File: src/rtl/stage_sequencer.sv
// Stage-token sequencer for the multi-cycle 5-stage MIPS datapath.
// One-hot registered stage enables, halt handling, per-stage watchdog and counters.
module stage_sequencer #(
    parameter int CNT_W   = 32,
    parameter int TIMEOUT = 64,
    parameter int TO_W    = 7
) (
    input  logic             i_clock,
    input  logic             i_reset,
    input  logic             i_start,
    input  logic             i_halt_req,
    input  logic [4:0]       i_stage_done,
    input  logic             i_mem_access,
    input  logic             i_reg_write,
    output logic [4:0]       o_stage_en,
    output logic             o_busy,
    output logic             o_halted,
    output logic             o_error,
    output logic [CNT_W-1:0] o_cycle_count,
    output logic [CNT_W-1:0] o_instr_count
);

    localparam logic [2:0] S_IDLE   = 3'd0;
    localparam logic [2:0] S_FETCH  = 3'd1;
    localparam logic [2:0] S_DECODE = 3'd2;
    localparam logic [2:0] S_EXEC   = 3'd3;
    localparam logic [2:0] S_MEM    = 3'd4;
    localparam logic [2:0] S_WB     = 3'd5;
    localparam logic [2:0] S_HALT   = 3'd6;

    logic [2:0]       r_state;
    logic [4:0]       r_stage_en;
    logic             r_busy;
    logic             r_halted;
    logic             r_error;
    logic             r_halt_pend;
    logic             r_reg_wr;
    logic [TO_W-1:0]  r_wd;
    logic [CNT_W-1:0] r_cyc;
    logic [CNT_W-1:0] r_instr;

    logic [2:0] w_next;
    logic [4:0] w_next_en;
    logic       w_busy_st;
    logic       w_idle_st;
    logic       w_done;
    logic       w_go;
    logic       w_retire;
    logic       w_timeout;
    logic       w_latch;

    assign w_busy_st = (r_state >= S_FETCH) && (r_state <= S_WB);
    assign w_idle_st = (r_state == S_IDLE) || (r_state == S_HALT);
    assign w_go      = w_idle_st && i_start;
    assign w_timeout = w_busy_st && !w_done && (r_wd == TO_W'(TIMEOUT - 1));

    // Only the done bit of the active stage matters.
    always_comb begin
        w_done = 1'b0;
        case (r_state)
            S_FETCH:  w_done = i_stage_done[0];
            S_DECODE: w_done = i_stage_done[1];
            S_EXEC:   w_done = i_stage_done[2];
            S_MEM:    w_done = i_stage_done[3];
            S_WB:     w_done = i_stage_done[4];
            default:  w_done = 1'b0;
        endcase
    end

    always_comb begin
        w_next   = r_state;
        w_retire = 1'b0;
        w_latch  = 1'b0;
        case (r_state)
            S_IDLE, S_HALT: if (i_start) w_next = S_FETCH;
            S_FETCH:  if (w_done) w_next = S_DECODE;
            S_DECODE: if (w_done) w_next = S_EXEC;
            S_EXEC: begin
                if (w_done) begin
                    w_latch = 1'b1;
                    if (i_mem_access)     w_next = S_MEM;
                    else if (i_reg_write) w_next = S_WB;
                    else                  w_retire = 1'b1;
                end
            end
            S_MEM: begin
                if (w_done) begin
                    if (r_reg_wr) w_next = S_WB;
                    else          w_retire = 1'b1;
                end
            end
            S_WB:    if (w_done) w_retire = 1'b1;
            default: w_next = S_IDLE;
        endcase
        if (w_retire)
            w_next = (r_halt_pend || i_halt_req) ? S_HALT : S_FETCH;
        if (w_timeout)
            w_next = S_HALT;
    end

    always_comb begin
        w_next_en = 5'b00000;
        case (w_next)
            S_FETCH:  w_next_en = 5'b00001;
            S_DECODE: w_next_en = 5'b00010;
            S_EXEC:   w_next_en = 5'b00100;
            S_MEM:    w_next_en = 5'b01000;
            S_WB:     w_next_en = 5'b10000;
            default:  w_next_en = 5'b00000;
        endcase
    end

    always_ff @(posedge i_clock or posedge i_reset) begin
        if (i_reset) begin
            r_state     <= S_IDLE;
            r_stage_en  <= 5'b00000;
            r_busy      <= 1'b0;
            r_halted    <= 1'b0;
            r_error     <= 1'b0;
            r_halt_pend <= 1'b0;
            r_reg_wr    <= 1'b0;
            r_wd        <= '0;
            r_cyc       <= '0;
            r_instr     <= '0;
        end else begin
            r_state    <= w_next;
            r_stage_en <= w_next_en;
            r_busy     <= (w_next >= S_FETCH) && (w_next <= S_WB);
            r_halted   <= (w_next == S_HALT);

            // mem_access is consumed at the EXECUTE edge; only reg_write is needed later.
            if (w_latch)
                r_reg_wr <= i_reg_write;

            if (w_next == S_HALT)
                r_halt_pend <= 1'b0;
            else if (w_busy_st && i_halt_req)
                r_halt_pend <= 1'b1;

            if (w_next != r_state)
                r_wd <= '0;
            else if (w_busy_st)
                r_wd <= r_wd + TO_W'(1);

            if (w_timeout)
                r_error <= 1'b1;
            else if (w_go)
                r_error <= 1'b0;

            if (r_busy)
                r_cyc <= r_cyc + CNT_W'(1);
            if (w_retire)
                r_instr <= r_instr + CNT_W'(1);
        end
    end

    assign o_stage_en    = r_stage_en;
    assign o_busy        = r_busy;
    assign o_halted      = r_halted;
    assign o_error       = r_error;
    assign o_cycle_count = r_cyc;
    assign o_instr_count = r_instr;

endmodule

File: config.mk
export PLATFORM = sky130hd
export DESIGN_NAME = stage_sequencer
export DESIGN_NICKNAME = d
export VERILOG_FILES = /design/src/rtl/stage_sequencer.sv
export SDC_FILE = /design/constraint.sdc
export NUM_CORES = 1
export LEC_CHECK = 0
export BUFFER_PORTS_ARGS = -buffer_cell sky130_fd_sc_hd__buf_2
export CORE_ASPECT_RATIO = 1.4
export CORE_UTILIZATION = 45
export CTS_CLUSTER_SIZE = 24
export DETAILED_ROUTE_END_ITERATION = 12
export PLACE_DENSITY = 0.68
export SYNTH_ARGS = -nofsm -noshare
export SYNTH_HDL_FRONTEND = slang
export SYNTH_SLANG_ARGS = --single-unit
File: constraint.sdc
create_clock -name i_clock -period 5.15 [get_ports i_clock]
set_input_delay 0.515 -clock i_clock [delete_from_list [all_inputs] [get_ports i_clock]]
set_output_delay 0.515 -clock i_clock [all_outputs]
set_load 0.05 [all_outputs]
==> impl_metrics.env, run 1 <==
export IMPL_power_mw=2.34
export IMPL_cts_hold_buf=0
export IMPL_drive_gt1_share_pct=24.8
export IMPL_synth_top_area_share_pct=52.7
export IMPL_io_buffers=82
export IMPL_grtUsageTotal_pct=19.7
export IMPL_die_area_mm2=0.00925
export IMPL_drc=0
export IMPL_via_count=3057
export IMPL_synthArstFlopShare_pct=100
export IMPL_ys_warnings_count=0
export IMPL_cts_sinks=84
export IMPL_drt_iter0_markers=100
export IMPL_ctsResizeCount=0
export IMPL_wl_met3_um=264
export IMPL_synth_seq_cells=84
export IMPL_core_mm2=0.00861
export IMPL_cp_max_fo=18
export IMPL_numCtsBuffers=9
export IMPL_synth_edf_count=0
export IMPL_fin_crit_sh_pct=63.7
export IMPL_postCtsSetupBuffers=0
export IMPL_syn_num_nets=378
export IMPL_rrSetupSlack_ns=1.87
export IMPL_relSlewSlack_pct=30.7
export IMPL_cap_violations=0
export IMPL_synth_xor_area_share_pct=14.9
export IMPL_synth_top_family_by_area="simple AND/OR/NAND/NOR gates"
export IMPL_synth_compound_area_share_pct=7.09
export IMPL_synthToLayoutAreaGrowth_pct=20.2
export IMPL_grt_max_degree=85
export IMPL_hold_slack_ns=0.453
export IMPL_die_y_um=113
export IMPL_die_w_um=81.6
export IMPL_overflow=0
export IMPL_synthCells=364
export IMPL_rows=40
export IMPL_root_buffer="clkbuf_16"
export IMPL_leakagePower_nw=2.29
export IMPL_hold_viol_final=0
export IMPL_yosys_area_top_type="dfrtp_1"
export IMPL_fin_util_pct=55.7
export IMPL_setup_viol=0
export IMPL_synth_area_top_cells="dfrtp_1 53%, xnor2_1 13%, nand3_1 3.3%"
export IMPL_final_common_cell="dfrtp_1"
export IMPL_cts_tree="built"
export IMPL_synth_area_mm2=0.00399
export IMPL_viasPerCell=5.49
export IMPL_synth_mux_area_share_pct=1.07
export IMPL_tightestPinTransition_ns=1.04
export IMPL_grt_pass1_wl_um=13800
export IMPL_avgSynthCellArea_um2=11.0
export IMPL_clockBufferDepth=2
export IMPL_final_cell_mix="84 x dfrtp_1, 82 x buf_2, 60 x xnor2_1"
export IMPL_ys_flop_type="dfrtp_1"
export IMPL_worstPathRequired_ns=5.41
export IMPL_ant_nets=0
export IMPL_synth_simple_area_share_pct=21.5
export IMPL_ys_seq_area_share_pct=52.7
export IMPL_powerDensity_mw_per_mm2=488
export IMPL_setup_tns_ns=0
export IMPL_ir_drop_v=0.000353
export IMPL_antenna_found_initial=0
export IMPL_critPathKind="reg -> reg"
export IMPL_fin_skew_ns=0.00828
export IMPL_start_util_pct=46.3
export IMPL_htreeDepth=3
export IMPL_io_pins=83
export IMPL_drv_slew=0
export IMPL_dr_wl_met2_um=4340
export IMPL_status="completed"
export IMPL_synth_distinct_cells=52
export IMPL_first_global_vias=2835
export IMPL_antenna_cells=0
export IMPL_endpoint_kind="flip-flop"
export IMPL_timing_final_crit_period_ns=3.28
export IMPL_max_freq_mhz=305
export IMPL_setup_worst_path_start_class="flip-flop"
export IMPL_rsz0062_at_grt="no"
export IMPL_gp_congestion=0.838
export IMPL_top_layer="met4"
export IMPL_wl_per_cell_um=15.1
export IMPL_hp_class="in -> reg"
export IMPL_layout_nets=461
export IMPL_routed_wl_um=8430
export IMPL_synthAdderAreaFrac_pct=0.941
export IMPL_wl_met1_um=3630
export IMPL_hpwl_um=6050
export IMPL_drt_pre_antenna_iters=5
export IMPL_clkTransAtPathRegs_ns=0.06
export IMPL_critical_path_arrival_ns=3.54
export IMPL_insertion_delay_ns=0.33
-- worst paths after layout --
check | to | from | depth (start not counted)
worst max-delay path | r_wd[5] | r_state[1] | 6
worst min-delay path | r_reg_wr | i_reg_write | 2
worst max register to register | r_wd[5] | r_state[1] | 6
worst min register to register | o_instr_count[31] | o_instr_count[31] | 1
max in group asynchronous | o_instr_count[1] | i_reset | 3
min in group asynchronous | o_cycle_count[9] | i_reset | 3
-- sequential cells by signal (all words and copies together) (netlist names) --
register       cells
r_wd               7
o_cycle_count     32
r_halt_pend        1
o_stage_en         5
o_error            1
o_halted           1
o_busy             1
r_reg_wr           1
r_state            3
o_instr_count     32
-- synth_stat cells (3+ instances only) --
cell	instances
o211ai_1	3
nand2_1	33
nor3_1	11
o211a_1	3
nor2_1	12
xor2_1	8
o21ai_0	5
and4_1	7
clkbuf_1	7
and2_1	9
ha_1	3
buf_2	3
nand4_1	19
nand3_1	26
nor4_1	3
nand2b_1	4
nor2b_1	5
a21oi_1	5
dfrtp_1	84
inv_1	5
nand3b_1	3
and3_1	10
xnor2_1	60
-- routing by layer --
layer | vias up | global-route usage [%]
li1 | 1454 | -
met1 | 1521 | 24.8
met2 | 68 | 31.9
met3 | 14 | 4.40
met4 | 0 | 8.69
met5 | - | 0
-- kinds of logic after synthesis --
group | count (synthesis)
AO/OA/AOI/OAI | 35
XOR/XNOR | 68
adder cells (fa/ha/maj) | 3
buffers and inverters | 16
flip-flops | 84
multiplexers | 4
AND/OR/NAND/NOR | 154
-- report_power, final --
group | internal (mW) | leakage (nW) | total [mW] | switching (mW)
registers | 0.749 | 1.13 | 0.874 | 0.125
clock network | 0.392 | 0.142 | 0.656 | 0.264
logic | 0.270 | 1.02 | 0.809 | 0.540
total | 1.41 | 2.29 | 2.34 | 0.929
-- per-stage QoR --
| stage | cell area, µm² | std cells | worst slack, ns |
|---|---|---|---|
| after CTS | 4790 | 557 | 1.80 |
| after global routing | 4790 | 557 | 1.48 |
| after global placement | 4490 | 541 | 1.98 |
| after detailed placement | 4490 | 541 | 1.83 |
| after floorplan | 3990 | 364 | 2.40 |
| final | 4790 | 557 | 1.87 |
-- worst max-delay path, stage by stage (launching register included) --
cell and delay (ns):
dfrtp_1 0.58, and2_4 0.28, or4b_4 0.57, a2111oi_4 0.68
o21ai_0 0.19, a222oi_1 0.67, a21boi_1 0.24
-- area by class of cell --
| type | instances | area (µm²) |
|---|---|---|
| well taps | 105 | 131 |
| flip-flops and latches | 84 | 2100 |
| repair buffers | 83 | 418 |
| fillers | 796 | 3810 |
| multi-input cells | 264 | 1810 |
| clock buffers | 10 | 239 |
| clock inverters | 6 | 70.1 |
| inverters | 5 | 20.0 |
(Power assumes the default switching activity.)
==> run 2: changes to the inputs <==
PLACE_DENSITY = 0.7   (was 0.68)
clock period = 2.9 ns   (was 5.15 ns; I/O delays follow)
==> impl_metrics.env, run 2 (synthesis gave the netlist of run 1 again) <==
export IMPL_first_global_vias=2966
export IMPL_die_area_mm2=0.00925
export IMPL_clkTransAtPathRegs_ns=0.06
export IMPL_io_buffers=82
export IMPL_cap_violations=0
export IMPL_antenna_cells=0
export IMPL_fin_skew_ns=0.00613
export IMPL_ir_drop_v=0.000523
export IMPL_relSlewSlack_pct=40.2
export IMPL_htreeDepth=3
export IMPL_drt_pre_antenna_iters=4
export IMPL_power_mw=4.16
export IMPL_hpwl_um=6220
export IMPL_gp_congestion=0.881
export IMPL_numCtsBuffers=9
export IMPL_timing_final_crit_period_ns=2.78
export IMPL_final_cell_mix="82 x buf_2, 82 x dfrtp_1, 60 x xnor2_1"
export IMPL_overflow=0
export IMPL_routed_wl_um=8560
export IMPL_root_buffer="clkbuf_16"
export IMPL_leakagePower_nw=2.35
export IMPL_cts_sinks=84
export IMPL_multi_input_area_mm2=0.00182
export IMPL_fin_util_pct=56.5
export IMPL_antenna_found_initial=0
export IMPL_placed_cell_area_mm2=0.00457
export IMPL_io_pins=83
export IMPL_rows=40
export IMPL_cp_max_fo=7
export IMPL_start_util_pct=46.3
export IMPL_regArea_mm2=0.00210
export IMPL_via_count=3091
export IMPL_core_mm2=0.00861
export IMPL_powerDensity_mw_per_mm2=856
export IMPL_synthToLayoutAreaGrowth_pct=22.0
export IMPL_setup_viol=0
export IMPL_layout_nets=474
export IMPL_wl_per_cell_um=15.0
export IMPL_hold_viol_final=0
export IMPL_setup_tns_ns=0
export IMPL_clockBufferDepth=2
export IMPL_worstPathRequired_ns=3.15
export IMPL_die_w_um=81.6
export IMPL_setup_worst_path_start_class="flip-flop"
export IMPL_viasPerCell=5.42
export IMPL_endpoint_kind="flip-flop"
export IMPL_stdcell_count=570
export IMPL_fillCellCount=779
export IMPL_critPathKind="reg -> reg"
export IMPL_tightestPinTransition_ns=0.896
export IMPL_critical_path_arrival_ns=3.02
export IMPL_max_freq_mhz=360
export IMPL_final_cell_area_mm2=0.00486
export IMPL_die_y_um=113
export IMPL_grt_pass1_wl_um=14000
export IMPL_hp_class="in -> async"
export IMPL_fin_crit_sh_pct=95.7
export IMPL_cts_tree="built"
export IMPL_ant_nets=0
export IMPL_status="completed"
export IMPL_drt_iter0_markers=143
export IMPL_drive_gt1_share_pct=27.5
export IMPL_drv_slew=0
export IMPL_drc=0
export IMPL_insertion_delay_ns=0.33
export IMPL_grt_max_degree=53
export IMPL_grtUsageTotal_pct=19.9
export IMPL_dp_cells=552
==> run 2: per-layer routing <==
| metal | vias to the layer above | GRT usage [%] | routed length (µm) |
|---|---|---|---|
| met4 | 0 | 9.29 | 206 |
| met5 | - | 0 | 0 |
| met3 | 15 | 4.64 | 301 |
| met1 | 1528 | 23.9 | 3740 |
| li1 | 1475 | - | - |
| met2 | 73 | 33.1 | 4320 |
==> run 2: power breakdown <==
group	switching, mW	internal [mW]	leakage, nW	total [mW]
Sequential	0.179	1.33	1.13	1.51
Clock	0.439	0.597	0.135	1.04
Combinational	1.03	0.580	1.08	1.61
Total	1.65	2.51	2.35	4.16
==> run 2: final cells by class <==
class,count,share of cell area (%)
Clock inverter,5,0.566
Tap cell,105,2.70
Clock buffer,11,4.99
Sequential cell,84,43.3
Multi-Input combinational cell,264,37.5
Inverter,5,0.412
Timing Repair Buffer,96,10.6
==> run 2: worst paths after layout <==
kind	slack [ns]	to	startpoint	cells past startpoint
max	0.12	r_wd[5]	r_state[2]	7
min	0.12	r_reg_wr	i_reset	2
max reg2reg	0.12	r_wd[5]	r_state[2]	7
min reg2reg	0.46	o_cycle_count[31]	o_cycle_count[31]	1
max in group asynchronous	1.97	o_cycle_count[18]	i_reset	3
min in group i_clock	0.22	r_reg_wr	i_reg_write	2
==> run 2: worst max-delay path, cell delays in order, from the launching register on <==
cell	delay, ns
dfrtp_2	0.43
or4b_4	0.52
o211a_1	0.27
o31a_1	0.29
or4_1	0.51
a222oi_1	0.32
buf_4	0.19
a21boi_1	0.16
==> run 2: metrics by stage <==
step | setup slack (ns) | hold slack, ns
3_5_place_dp | 0.128 | 0.458
4_1_cts | 0.101 | 0.151
5_1_grt | -0.0109 | 0.183
6_report | 0.124 | 0.116
2_1_floorplan | 0.196 | 0.440
3_3_place_gp | 0.165 | 0.454
==> run 2: what timing repair did <==
action	4_1_cts	5_1_grt
buffers inserted	0	2
hold buffers	0	0
resized for setup	0	4
setup endpoints to repair	0	9
